[src/rtl/network_sequencer.sv]
// Control-path sequencer for a chain of dense layers: starts each layer in turn,
// waits for its done level, guards every wait with a timeout and reports latency.
module network_sequencer #(
  parameter int  NUM_LAYERS     = 3,
  parameter int  TIMEOUT_CYCLES = 4096,
  parameter int  COUNT_WIDTH    = 32,
  localparam int LAYER_W        = (NUM_LAYERS > 1) ? $clog2(NUM_LAYERS) : 1
) (
  input  logic                   clock,
  input  logic                   reset,
  input  logic                   in_valid,
  output logic                   in_ready,
  output logic                   out_valid,
  input  logic                   out_ready,
  output logic [NUM_LAYERS-1:0]  layer_start,
  input  logic [NUM_LAYERS-1:0]  layer_done,
  output logic [LAYER_W-1:0]     active_layer,
  output logic                   busy,
  output logic                   error,
  input  logic                   error_clear,
  output logic [COUNT_WIDTH-1:0] latency
);

  localparam int WAIT_W = (TIMEOUT_CYCLES > 1) ? $clog2(TIMEOUT_CYCLES) : 1;
  localparam logic [WAIT_W-1:0]  WAIT_LAST  = WAIT_W'((TIMEOUT_CYCLES > 0) ? TIMEOUT_CYCLES - 1 : 0);
  localparam logic [LAYER_W-1:0] LAST_LAYER = LAYER_W'(NUM_LAYERS - 1);

  typedef enum logic [2:0] {
    S_IDLE   = 3'd0,
    S_START  = 3'd1,
    S_WAIT   = 3'd2,
    S_OUTPUT = 3'd3,
    S_ERROR  = 3'd4
  } state_t;

  state_t                   state;
  state_t                   state_nxt;
  logic [LAYER_W-1:0]       layer_idx;
  logic                     armed;
  logic [WAIT_W-1:0]        wait_cnt;
  logic [COUNT_WIDTH-1:0]   lat_cnt;
  logic                     done_cur;
  logic                     complete;
  logic                     timed_out;

  // Latency counter stops at all-ones instead of wrapping.
  function automatic logic [COUNT_WIDTH-1:0] sat_inc(input logic [COUNT_WIDTH-1:0] v);
    return (&v) ? v : v + 1'b1;
  endfunction

  // A done level left high by the previous run must be seen low once before it counts.
  assign done_cur  = layer_done[layer_idx];
  assign complete  = armed && done_cur;
  assign timed_out = (TIMEOUT_CYCLES != 0) && (wait_cnt == WAIT_LAST);

  // State register.
  always_ff @(posedge clock) begin
    if (!reset) state <= S_IDLE;
    else        state <= state_nxt;
  end

  // Next-state selection; completion takes priority over timeout.
  always_comb begin
    state_nxt = state;
    case (state)
      S_IDLE:   if (in_valid && in_ready) state_nxt = S_START;
      S_START:  state_nxt = S_WAIT;
      S_WAIT: begin
        if (complete)       state_nxt = (layer_idx == LAST_LAYER) ? S_OUTPUT : S_START;
        else if (timed_out) state_nxt = S_ERROR;
      end
      S_OUTPUT: if (out_ready) state_nxt = S_IDLE;
      S_ERROR:  if (error_clear) state_nxt = S_IDLE;
      default:  state_nxt = S_IDLE;
    endcase
  end

  // Outputs decoded from the registered state only.
  always_comb begin
    layer_start = '0;
    if (state == S_START) layer_start[layer_idx] = 1'b1;
    out_valid    = (state == S_OUTPUT);
    busy         = (state == S_START) || (state == S_WAIT);
    error        = (state == S_ERROR);
    active_layer = layer_idx;
  end

  // Layer index, arming, per-layer wait count, latency and the registered in_ready.
  always_ff @(posedge clock) begin
    if (!reset) begin
      in_ready  <= 1'b0;
      layer_idx <= '0;
      armed     <= 1'b0;
      wait_cnt  <= '0;
      lat_cnt   <= '0;
      latency   <= '0;
    end else begin
      in_ready <= (state_nxt == S_IDLE);
      case (state)
        S_IDLE: begin
          if (in_valid && in_ready) begin
            layer_idx <= '0;
            lat_cnt   <= '0;
          end
        end
        S_START: begin
          armed    <= 1'b0;
          wait_cnt <= '0;
          lat_cnt  <= sat_inc(lat_cnt);
        end
        S_WAIT: begin
          lat_cnt  <= sat_inc(lat_cnt);
          wait_cnt <= wait_cnt + 1'b1;
          if (!done_cur) armed <= 1'b1;
          if (complete) begin
            if (layer_idx == LAST_LAYER) latency   <= sat_inc(lat_cnt);
            else                         layer_idx <= layer_idx + 1'b1;
          end
        end
        default: ;
      endcase
    end
  end

endmodule

[config.mk]
export PLATFORM = sky130hd
export DESIGN_NAME = network_sequencer
export DESIGN_NICKNAME = d
export VERILOG_FILES = /design/src/rtl/network_sequencer.sv
export SDC_FILE = /design/constraint.sdc
export NUM_CORES = 1
export LEC_CHECK = 0
export ABC_AREA = 1
export CAP_MARGIN = 15
export CORE_MARGIN = 3
export CORE_UTILIZATION = 61
export CTS_CLUSTER_DIAMETER = 100
export DETAILED_ROUTE_END_ITERATION = 10
export PLACE_DENSITY = 0.86
export SLEW_MARGIN = 10
export SYNTH_ARGS = -nofsm -noshare
export SYNTH_HDL_FRONTEND = slang
export SYNTH_SLANG_ARGS = --single-unit
[constraint.sdc]
create_clock -name clock -period 5.5 [get_ports clock]
set_clock_uncertainty 0.2 [all_clocks]
set_input_delay 0.825 -clock clock [delete_from_list [all_inputs] [get_ports clock]]
set_output_delay 0.825 -clock clock [all_outputs]
set_load 0.03 [all_outputs]
==> key figures <==
Run status
  • Status: finished clean

Critical path
  • Required time of the worst setup path: between 4 and 5 ns
  • Reg2reg end: latency[30]
  • Number of cells traversed by the worst register-to-register path: 10
  • Start of the worst register-to-register path: lat_cnt[0]
  • CP Data Arrival Time: ~2.5 ns
  • Kind of critical path: flip-flop to output pin
  • CP Launch Type: flip-flop
  • Largest stage delay on the critical path: ~0.8 ns
  • R2r setup slk: between 3 and 4 ns
  • CP max-delay cell: clkdlybuf4s50_1
  • Crit. End Element: output pin
  • Capture point of the worst path: busy
  • Worst Setup SP: state[2]
  • List of cells traversed by the critical path: inv_2 -> nand3_2 -> nand2_2 -> clkdlybuf4s50_1
  • Crit path max fanout: 37

Layout
  • Commonest non-fill, non-tap cell in the layout: nand2_1
  • Nets: 755
  • Share of cells above drive strength 1: 5.756%
  • Number of antenna cells inserted: 0
  • Final design area excluding fillers: 5179 um2
  • Layout Area Growth over Synthesis: 16.07%
  • Commonest non-fill, non-tap cells in the layout: nand2_1, nor2_1, dfxtp_1, inv_1, a21oi_1

Clocking
  • Clock tree from TritonCTS: built
  • Post-cts gate resize count: 0
  • Number of setup buffers added after CTS: 0
  • Number of H-tree levels: 3
  • Max Root-Sink Buffers: 2
  • Post-CTS Hold Buffers: 0
  • Clk sink count: 83
  • TritonCTS buffer count: 9
  • Buffer type at the clock tree root: clkbuf_8
  • Worst-skew pair later-pin latency: 0.36 ns
  • Register clock-pin slew on the reported worst setup and hold paths: 0.09 ns

Synth
  • Synthesized area per cell: 6.356 um2
  • Yosys warnings: 0
  • Syn Inst Count: between 700 and 800
  • Seq/Total Area, Yosys: 37.24%
  • Synthesized cell area: 4462 um2
  • Number of storage elements in the synthesis netlist: between 80 and 90
  • FFs w/ async S/R, synth: 0%
  • Post-synthesis net count: 715
  • Post-synth EDFFs: 0
  • Commonest register cell after synthesis: dfxtp_1
  • Number of unique standard cell types used by synthesis: 34

STA
  • Total count of hold-check failures in the final report: 0
  • Final setup margin: around 2 ns
  • Relative slew margins: 49.35%
  • Smallest hold slack: 0.2768 ns
  • Part of the cycle the worst path needs: 63.76%
  • Maximum frequency from static timing analysis: roughly 290 MHz
  • Slew at the pin closest to its max-slew limit: around 0.76 ns
  • Pins over their slew limit: 0
  • Final period demand of the worst path: between 3 and 4 ns
  • Unrepaired setup endpoints after global routing: no
  • Setup TNS after final layout: 0 ns
  • Total of endpoints with negative setup slack in the final report: 0

Routing
  • Number of violations reported at the end of detailed-routing iteration 0: slightly below 300
  • Drt via density: around 5.3
  • Number of antenna-violating nets in the routed design: 0
  • Final WL: 11080 um
  • Average detailed-routed wire length per instance: 13.14 um
  • DR pass1 iterations: 7
  • Remaining routing DRC violations: 0
  • Via count: about 4.5k

Power and ir drop
  • Design Power: 1.174 mW
  • Leak Pwr: roughly 2.1 nW
  • Pwr/cell area: 226.7 nW/um2
  • Peak VDD IR: about 0.22 mV

Placement
  • Post-place instance area: 4956 um2
  • Quantity of I/O buffers inserted on ports: 48
  • Worst setup slack after placement: approximately 2.4 ns
  • DPL Wire Length: 7936 um
  • Weighted congestion at the end of routability-driven global placement: ~0.96

Global route
  • GRT Residual Overflow: 0
  • Number of global-route vias before repair: 4135
  • Total GRT Usage: 26.93%
  • Number of antenna violations at the first check in global routing: 0
  • Largest net degree at the start of global routing: 48
  • Wire length of the first global-routing pass: 18660 um

Min path
  • Hold path startpoint: wait_cnt[10]
  • Path type of the worst min-delay path: flip-flop to flip-flop

Die
  • Top-Level Pins: 49
  • Core outline area: 6944 um2
  • Overall die height: 91.53 um
  • Die area: 8377 um2
  • Starting Density: 64.25%
  • Number of standard-cell rows in the floorplan: 30
  • Width of the die: 91.53 um

Run
  • Max-cap violation count: 0
==> registers in the layout, summed over array words and instances (netlist names) <==
| signal | flops |
|---|---|
| active_layer | 2 |
| armed | 1 |
| wait_cnt | 12 |
| state | 3 |
| latency | 32 |
| lat_cnt | 32 |
| in_ready | 1 |
==> power breakdown <==
part,leakage (nW),total (mW),switching (mW),internal [mW]
sequential,0.669,0.608,0.00426,0.604
clock,0.110,0.491,0.232,0.259
combinational,1.28,0.0750,0.0543,0.0206
==> cell families after synthesis <==
logic type      count (synthesis)  share of synthesized area, %
simple gates                  382                         35.19
compound gates                115                         13.69
buf+inv                       104                         9.927
flops                          83                         37.24
xor+xnor                       13                         2.552
fa+ha+maj                       5                         1.402
==> Yosys cell counts (3+ instances only) <==
library cell / n / area (um2)
nand2_1: 233 / 874.6
nor2_1: 92 / 345.3
dfxtp_1: 83 / 1662
inv_1: 77 / 289.0
a21oi_1: 71 / 355.3
nand3_1: 31 / 155.2
o21ai_0: 31 / 155.2
clkbuf_1: 9 / 33.78
xnor2_1: 8 / 70.07
buf_2: 7 / 35.03
nor2_2: 7 / 43.79
buf_6: 5 / 56.30
ha_1: 5 / 62.56
xor2_1: 5 / 43.79
nand2_2: 4 / 25.02
nor3_1: 4 / 20.02
a211oi_1: 3 / 22.52
a21o_1: 3 / 22.52
nand3b_1: 3 / 22.52
==> metrics by stage <==
step | cells | utilization (%)
floorplan | 702 | -
global placement | 827 | 71.37
detailed placement | 827 | 71.37
CTS | 843 | 74.58
global route | 843 | 74.58
finish | 843 | 74.58
==> critical path, delay by kind of cell, from the launching register on <==
kind | cells | cell delay [ns]
DFF | 1 | 0.33
buffers and inverters | 2 | 0.92
and+or+nand+nor | 2 | 0.86
==> how the worst min path moves through the flow <==
stage                         to  slack [ns]  cells after the start
finish              wait_cnt[10]        0.28                      1
detailed placement  wait_cnt[10]        0.26                      1
CTS                 wait_cnt[10]        0.28                      1
floorplan           wait_cnt[10]        0.24                      1
global placement      latency[3]        0.25                      2
global route          latency[6]        0.31                      2
==> routing by layer <==
metal  GRT usage [%]  part of all wire [%]  vias to the layer above
li1                -                     -                     2280
met1           34.14                    43                     2061
met2           45.47                    49                      129
met3           4.225                   5.8                       18
met4           10.80                   2.0                        0
met5               0                     0                        -
==> area by class of cell <==
type	instances	area [um2]
inverters	81	306.5
clock inverters	7	98.84
fillers	566	1765
clock buffers	9	123.9
flip-flops and latches	83	1662
multi-input cells	515	2357
well taps	96	120.1
repair buffers	52	510.5
Note: power is estimated with default switching activity, not from simulation.
